**config.mk**
```make
export PLATFORM = sky130hd
export DESIGN_NAME = t9990_slot_arbiter
export DESIGN_NICKNAME = d
export VERILOG_FILES = /design/src/rtl/t9990_slot_arbiter.sv
export SDC_FILE = /design/constraint.sdc
export NUM_CORES = 1
export LEC_CHECK = 0
export ABC_AREA = 0
export ABC_CLOCK_PERIOD_IN_PS = 2200
export CAP_MARGIN = 20
export CORE_AREA = 2 2 43 45
export CTS_CLUSTER_DIAMETER = 120
export DETAILED_ROUTE_END_ITERATION = 7
export DIE_AREA = 0 0 45 47
export PLACE_DENSITY = 0.91
export SYNTH_ARGS = -nofsm -noshare
export SYNTH_HDL_FRONTEND = slang
export SYNTH_SLANG_ARGS = --single-unit
```
**constraint.sdc**
```tcl
create_clock -name CLK -period 2.2 [get_ports CLK]
set_input_delay 0.66 -clock CLK [delete_from_list [all_inputs] [get_ports CLK]]
set_output_delay 0.66 -clock CLK [all_outputs]
set_load 0.02 [all_outputs]
```
**src/rtl/t9990_slot_arbiter.sv**
```systemverilog
// t9990_slot_arbiter: shares the single VRAM port between refresh, SP, PA, PB,
// BP and the VDP/CPU channel (VC). One grant per SLOT, held until DONE, then a
// one-cycle ACK. Refresh scheduling is compiled in only when the macro
// T9990_SLOT_RFSH_EN is defined; otherwise GNT_RFSH/ACK_RFSH are tied low.
module t9990_slot_arbiter #(
  parameter int unsigned RFSH_INTERVAL = 64,
  parameter int unsigned VC_MAX_WAIT   = 8
) (
  input  logic       CLK,
  input  logic       RESET_n,
  input  logic       SLOT,
  input  logic       DONE,
  input  logic [4:0] REQ,
  output logic [4:0] GNT,
  output logic       GNT_RFSH,
  output logic [4:0] ACK,
  output logic       ACK_RFSH,
  output logic       BUSY
);

  localparam int unsigned NREQ   = 5;
  localparam int unsigned VCW    = 4;
  localparam int unsigned RCW    = 8;
  localparam logic [VCW-1:0] VC_MAX = VCW'(VC_MAX_WAIT);
  localparam logic [VCW-1:0] VC_SAT = {VCW{1'b1}};

  localparam logic ST_IDLE  = 1'b0;
  localparam logic ST_GRANT = 1'b1;

  // Reject out-of-range parameterisations at elaboration
  if (RFSH_INTERVAL < 2 || RFSH_INTERVAL > 256) begin : g_bad_rfsh
    $error("RFSH_INTERVAL out of range 2..256");
  end
  if (VC_MAX_WAIT < 1 || VC_MAX_WAIT > 15) begin : g_bad_vc
    $error("VC_MAX_WAIT out of range 1..15");
  end

  logic            state_q, state_d;
  logic [NREQ-1:0] gnt_q, gnt_d;
  logic [NREQ-1:0] ack_q, ack_d;
  logic [VCW-1:0]  vc_wait_q, vc_wait_d;
  logic [NREQ-1:0] pick;
  logic            pick_rfsh;
  logic            vc_promo;

`ifdef T9990_SLOT_RFSH_EN
  localparam logic [RCW-1:0] RFSH_LAST = RCW'(RFSH_INTERVAL - 1);
  logic            gnt_rfsh_q, gnt_rfsh_d;
  logic            ack_rfsh_q, ack_rfsh_d;
  logic            rfsh_pend_q, rfsh_pend_d;
  logic [RCW-1:0]  rfsh_cnt_q, rfsh_cnt_d;
`endif

  assign vc_promo = (vc_wait_q == VC_MAX);

  // Fixed-priority pick of at most one candidate from the sampled requests
  always_comb begin
    pick      = '0;
    pick_rfsh = 1'b0;
`ifdef T9990_SLOT_RFSH_EN
    if (rfsh_pend_q)              pick_rfsh = 1'b1;
    else
`endif
    if (REQ[0])                   pick[0] = 1'b1;
    else if (REQ[4] && vc_promo)  pick[4] = 1'b1;
    else if (REQ[1])              pick[1] = 1'b1;
    else if (REQ[2])              pick[2] = 1'b1;
    else if (REQ[3])              pick[3] = 1'b1;
    else if (REQ[4])              pick[4] = 1'b1;
  end

  // Next-state, grant/ack and counter update
  always_comb begin
    state_d   = state_q;
    gnt_d     = gnt_q;
    ack_d     = '0;
    vc_wait_d = vc_wait_q;
`ifdef T9990_SLOT_RFSH_EN
    gnt_rfsh_d  = gnt_rfsh_q;
    ack_rfsh_d  = 1'b0;
    rfsh_pend_d = rfsh_pend_q;
    rfsh_cnt_d  = rfsh_cnt_q;
    if (SLOT) begin
      if (rfsh_cnt_q == RFSH_LAST) rfsh_cnt_d = '0;
      else                         rfsh_cnt_d = rfsh_cnt_q + RCW'(1);
    end
`endif

    case (state_q)
      ST_IDLE: begin
        if (SLOT) begin
          if (pick != '0 || pick_rfsh) begin
            gnt_d   = pick;
            state_d = ST_GRANT;
          end
`ifdef T9990_SLOT_RFSH_EN
          if (pick_rfsh) begin
            gnt_rfsh_d  = 1'b1;
            rfsh_pend_d = 1'b0;
          end
`endif
          // Refusal counting only happens on slots seen while idle
          if (REQ[4]) begin
            if (pick[4])                 vc_wait_d = '0;
            else if (vc_wait_q != VC_SAT) vc_wait_d = vc_wait_q + VCW'(1);
          end
        end
      end
      default: begin
        if (DONE) begin
          gnt_d   = '0;
          ack_d   = gnt_q;
          state_d = ST_IDLE;
`ifdef T9990_SLOT_RFSH_EN
          gnt_rfsh_d = 1'b0;
          ack_rfsh_d = gnt_rfsh_q;
`endif
        end
      end
    endcase

    if (!REQ[4]) vc_wait_d = '0;

`ifdef T9990_SLOT_RFSH_EN
    // A wrap re-arms refresh even on the slot that consumes the old request
    if (SLOT && (rfsh_cnt_q == RFSH_LAST)) rfsh_pend_d = 1'b1;
`endif
  end

  // State and output registers
  always_ff @(posedge CLK or negedge RESET_n) begin
    if (!RESET_n) begin
      state_q   <= ST_IDLE;
      gnt_q     <= '0;
      ack_q     <= '0;
      vc_wait_q <= '0;
    end else begin
      state_q   <= state_d;
      gnt_q     <= gnt_d;
      ack_q     <= ack_d;
      vc_wait_q <= vc_wait_d;
    end
  end

`ifdef T9990_SLOT_RFSH_EN
  // Refresh scheduling registers
  always_ff @(posedge CLK or negedge RESET_n) begin
    if (!RESET_n) begin
      gnt_rfsh_q  <= 1'b0;
      ack_rfsh_q  <= 1'b0;
      rfsh_pend_q <= 1'b0;
      rfsh_cnt_q  <= '0;
    end else begin
      gnt_rfsh_q  <= gnt_rfsh_d;
      ack_rfsh_q  <= ack_rfsh_d;
      rfsh_pend_q <= rfsh_pend_d;
      rfsh_cnt_q  <= rfsh_cnt_d;
    end
  end

  assign GNT_RFSH = gnt_rfsh_q;
  assign ACK_RFSH = ack_rfsh_q;
`else
  assign GNT_RFSH = 1'b0;
  assign ACK_RFSH = 1'b0;
`endif

  assign GNT  = gnt_q;
  assign ACK  = ack_q;
  assign BUSY = (state_q == ST_GRANT);

endmodule

```
======== Yosys cells after proc, flatten, opt, wreduce, memory -nomap -nowiden ========
Index checks and enable logic that the tools add are counted.
storage, ports and cells
  flip-flop bits (word level) ............. 15
  latch bits .............................. 0
  memory bits (writable) .................. 0
  bits in read-only memories .............. 0
  input port bits ......................... 9
  output and inout port bits .............. 13
  logic and storage cells ................. 43
  memories ................................ 0
cells by class
  $add $sub $neg .......................... 1
  $mul .................................... 0
  divide/modulo/power cells ............... 0
  $lt $le $gt $ge ......................... 0
  equal/unequal tests ..................... 6
  shifts and indexed selects .............. 0
  mux-type cells .......................... 26
  bitwise gates (word level) .............. 0
  reductions and logical operators ........ 6
operators with widths
  operator             count
  $mux 5               6
  $mux 4               6
  $mux 1               11
  $mux 3               2
  $ne 2x2->1 const B   3
  $reduce_and 3->1     2
  $reduce_bool 5->1    1
  $add 4x1->4 const B  1
  $eq 4x4->1 const B   1
  $ne 4x4->1 const B   1
  $reduce_bool 2->1    2
  $ne 3x1->1 const B   1
  $mux 2               1
  $logic_and 1x1->1    1

======== Depth between registers and ports, before layout ========
  depth in word-level cells ............... 10
  mapped depth ............................ 6
  gate-level depth less buffers ........... 6

======== Worst setup path after synthesis ========
OpenSTA, ideal clock, no wires.
  path type ............................... input to register
  start ................................... input port REQ[0]
  end ..................................... register vc_wait_q[0]
  setup time .............................. 0.074 ns
  data arrival time ....................... 1.639 ns
  data required time ...................... 2.126 ns
  setup slack ............................. 0.487 ns
  stages on the path ...................... 4
  path buffers ............................ 0
  cell sequence ........................... or4_4 > a22o_1 > nand2b_4 > o21ai_2
on the way
  longest elaborated chain between the ends .. 5
  elaborated cells on any way between the ends .. 7
  those cells by class .................... eq/ne: 1; mux: 5; reduce/logical: 1
RTL lines
  element               line  source
  start, declared       13    input logic [4:0] REQ,
  $mux 4 *              64    if (REQ[0]) pick[0] = 1'b1;
  $mux 4                104   if (pick[4]) vc_wait_d = '0;
  $mux 4                91    if (SLOT) begin
  $mux 4                89    case (state_q)
  $mux 4                122   if (!REQ[4]) vc_wait_d = '0;
  end signal, assigned  141   vc_wait_q <= vc_wait_d;
  end, declared         41    logic [VCW-1:0] vc_wait_q, vc_wait_d;
Mark *: on every way between the ends. The rest lies on a longest branch, timed or not. The select of a mux whose other input is x is not followed.
A chain may end at the register's enable or synchronous reset.

======== Final worst setup path ========
  start ................................... register state_q, in the netlist BUSY
  end ..................................... output port BUSY
RTL lines
  element                 line  source
  start, declared         38    logic state_q, state_d;
  start signal, assigned  138   state_q <= state_d;
  end, declared           18    output logic BUSY
No word-level cell between the ends.

==> metrics.md <==
| Metric | Value |
|---|---|
| Number of distinct library cell variants in the gate-level netlist after synthesis | 28 |
| Worst min-delay path startpoint | GNT[3]$_DFFE_PN0P_ |
| Tightest Pin Transition | 0.641 ns |
| Slowest cell on the critical path | sky130_fd_sc_hd__clkdlybuf4s50_1 |
| Chip Width | 45 µm |
| Starting Density | 46.4% |
| Total Routing Usage GR | 19.4% |
| Grt total ovfl | 0 |
| Peak clock frequency supported by timing | 0.481 GHz |
| Type of destination of the critical path | output pin |
| Unrepaired setup endpoints after global routing | false |
| Number of clock sinks | 15 |
| Worst Setup Path Type | flop to output pin |
| Final Hold Violating Endpoints | 0 |
| Antenna diode count | 0 |
| R2R Path End | vc_wait_q[1]$_DFFE_PN0P_ |
| Element type at the critical path start | flop |
| Slowest stage delay, CP | 0.65 ns |
| Worst hold stages | 2 |
| Sequential-to-total area share from yosys stat | 48.9% |
| Yosys top cell by area | sky130_fd_sc_hd__dfrtp_1 |
| Clock Pin Slew Worst Setup and Hold Paths | 0.09 ns |
| Worst-case clock buffer depth | 2 |
| Area enclosed by the die boundary | 2120 µm² |
| Hold WC Path Type | flop to flop |
| Insertion delay to the later sink of the worst-skew pair | 0.28 ns |
| Clock root cell | sky130_fd_sc_hd__clkbuf_4 |
| Placer Congestion | 0.793 |
| Portion of total power attributed to the clock network | 25.2% |
| Largest net degree at the start of global routing | 16 |
| Gates resized, CTS repair | 0 |
| Hold EP | GNT[3]$_DFFE_PN0P_ |
| Core area | 1650 µm² |
| Worst relative slew slack | 57.1% |
| Share of the clock period used by the worst path after layout | 94.6% |
| Routed length per instance | 13.9 µm |
| Biggest area contributors in the synthesized netlist | sky130_fd_sc_hd__dfrtp_1, sky130_fd_sc_hd__nand3_1, sky130_fd_sc_hd__nand2_1, sky130_fd_sc_hd__and3_1, sky130_fd_sc_hd__o21ai_2 |
| Slew Limit Fails | 0 |
| Sum of negative setup slack | 0 ns |
| Number of optimization iterations in the first detailed-route pass | 4 |
| Proportion of power drawn by flip-flops and latches | 51.1% |
| Total half-perimeter wirelength after legalization and detailed placement | 1.26 mm |
| Mean number of vias per cell | 5.69 |
| Clock tree from TritonCTS | yes |
| Residual DRC count | 0 |
| Path depth of the worst reg2reg path | 6 |
| Warnings, synthesis | 0 |
| Number of endpoints failing setup at the final stage | 0 |
| Row count | 15 |
| Worst hold margin | 0.533 ns |
| Number of global-route vias before repair | 682 |
| Worst path cell trace | clkdlybuf4s50_1 |
| Worst path buffer plus inverter count | 1 |
| Required time of the critical path | 1.54 ns |
| Ports | 22 |
| PnR worst setup slack | 0.119 ns |
| Height of the die | 47 µm |
| First-pass GRT wire length | 2.93 mm |
| Post-route cell area | 1030 µm² |
| Worst setup slack before clock tree synthesis | -0.0282 ns |
| Flops & latches, synth | 15 |
| Fraction of layout cells with a size suffix above 1 | 13.5% |
| Result of the run | finished, final reports clean |
| Cell area after technology mapping | 767 µm² |
| VDD IR-drop max | 323 µV |
| Yosys top cell area share | 48.9% |
| Internal power of the cells | 431 µW |
| Minimum setup slack among reg-to-reg paths | 0.59 ns |
| Antenna viol nets, final | 0 |
| Syn Inst Count | 78 |
| Count of vias placed by the detailed router | 688 |
| Worst setup skew after layout | 0.00446 ns |
| Final #Nets | 116 |
| Synthesis-to-layout area growth | 34.1% |
| Util after Layout | 62.3% |
| Combinational Power Share | 23.6% |
| Total net switching power | 185 µW |
| Starting DRC count in detailed routing | 21 |
| TritonCTS buffer count | 3 |
| Power per Cell Area | 599 nW/µm² |
| Most common cell after layout, fill and taps aside | sky130_fd_sc_hd__clkdlybuf4s50_1 |
| Worst-path fanout max | 10 |
| Depth of the CTS H-tree | 1 |
| Antenna violations before repair | 0 |
| Max cap viols | 0 |
| Crit path max-delay family | buffers and inverters |
| Leakage power | 0.000481 µW |
| Sw Ratio | 30.0% |
| Commonest cells after routing, fill and taps aside | sky130_fd_sc_hd__clkdlybuf4s50_1, sky130_fd_sc_hd__dfrtp_1, sky130_fd_sc_hd__nand2_1, sky130_fd_sc_hd__nand3_1, sky130_fd_sc_hd__and3_1 |
| Post-detailed-placement cell area | 1000 µm² |
| Hold-fix buffers at CTS | 0 |
| Synthesized area per cell | 9.83 µm² |
| Buffers on Ports | 19 |
| Worst EP arrival | 1.42 ns |
| Routed Wire Length | 1.68 mm |
| Reg-to-Reg Start | vc_wait_q[0]$_DFFE_PN0P_ |
| Final Critical Period | 2.08 ns |
| Post-CTS setup buffers | 0 |
how the worst max path moves through the flow:
stage / cells after the start / end / startpoint / slack [ns]
after floorplan: 4 / vc_wait_q[0]$_DFFE_PN0P_ / REQ[0] / 0.49
after global placement: 5 / vc_wait_q[0]$_DFFE_PN0P_ / REQ[0] / 0.03
after detailed placement: 5 / vc_wait_q[2]$_DFFE_PN0P_ / REQ[0] / -0.03
after CTS: 1 / BUSY / BUSY$_DFF_PN0_ / 0.12
after global routing: 1 / BUSY / BUSY$_DFF_PN0_ / 0.02
final: 1 / BUSY / BUSY$_DFF_PN0_ / 0.12
power by group through the flow:
stage	Sequential (µW)	Clock [µW]	Combinational (µW)
finish	315	155	146
global route	320	170	160
CTS	315	156	146
detailed placement	321	0	144
global placement	319	0	140
floorplan	334	0	58.3
layer usage:
layer / vias up / share of wire, % / track usage (%)
met5: - / 0 / 0
met4: 0 / 1.0 / 5.29
met3: 4 / 6.6 / 3.85
met2: 30 / 53 / 37.4
met1: 325 / 40 / 21.6
li1: 329 / - / -
registers in the layout, indices dropped and copies added (netlist names):
register   cells
BUSY           1
GNT            5
vc_wait_q      4
ACK            5
cells in the mapped netlist:
cell type,number
sky130_fd_sc_hd__and3_1,6
sky130_fd_sc_hd__a32o_1,1
sky130_fd_sc_hd__nor2b_1,1
sky130_fd_sc_hd__o21ai_0,4
sky130_fd_sc_hd__nand2_1,11
sky130_fd_sc_hd__nor3b_1,1
sky130_fd_sc_hd__buf_4,2
sky130_fd_sc_hd__a211oi_1,1
sky130_fd_sc_hd__conb_1,1
sky130_fd_sc_hd__and4_1,1
sky130_fd_sc_hd__nor2_1,1
sky130_fd_sc_hd__dfrtp_1,15
sky130_fd_sc_hd__ha_1,2
sky130_fd_sc_hd__nand2b_1,2
sky130_fd_sc_hd__a22o_1,1
sky130_fd_sc_hd__inv_1,4
sky130_fd_sc_hd__o21ai_2,3
sky130_fd_sc_hd__o2111ai_1,2
sky130_fd_sc_hd__nand3b_1,1
sky130_fd_sc_hd__mux2i_1,1
sky130_fd_sc_hd__o311a_1,1
sky130_fd_sc_hd__clkbuf_1,1
sky130_fd_sc_hd__or4_4,1
sky130_fd_sc_hd__a21oi_1,2
sky130_fd_sc_hd__and3b_1,1
sky130_fd_sc_hd__nand3_1,9
sky130_fd_sc_hd__nor3_1,1
sky130_fd_sc_hd__nand2b_4,1
logic make-up (layout without fill, tap and decap cells):
family	after synthesis	count (layout)	synth area share [%]
AO/OA/AOI/OAI	15	15	14.4
adder cells (fa/ha/maj)	2	2	3.26
buffers and inverters	7	32	4.40
flip-flops	15	15	48.9
multiplexers	1	1	1.31
other	1	2	0.489
AND/OR/NAND/NOR	37	37	27.2
stage by stage:
stage / instances / power [µW]
final: 121 / 616
after global routing: 121 / 650
after CTS: 121 / 617
after detailed placement: 117 / 465
after global placement: 117 / 460
after floorplan: 79 / 392
final cells by class:
| type | instances | area (µm²) |
|---|---|---|
| Fill cell | 152 | 623 |
| Timing Repair Buffer | 24 | 228 |
| Clock inverter | 1 | 5.00 |
| Inverter | 4 | 15.0 |
| Multi-Input combinational cell | 57 | 362 |
| Tap cell | 17 | 21.3 |
| Sequential cell | 15 | 375 |
| Clock buffer | 3 | 22.5 |
(Power assumes the default switching activity.)
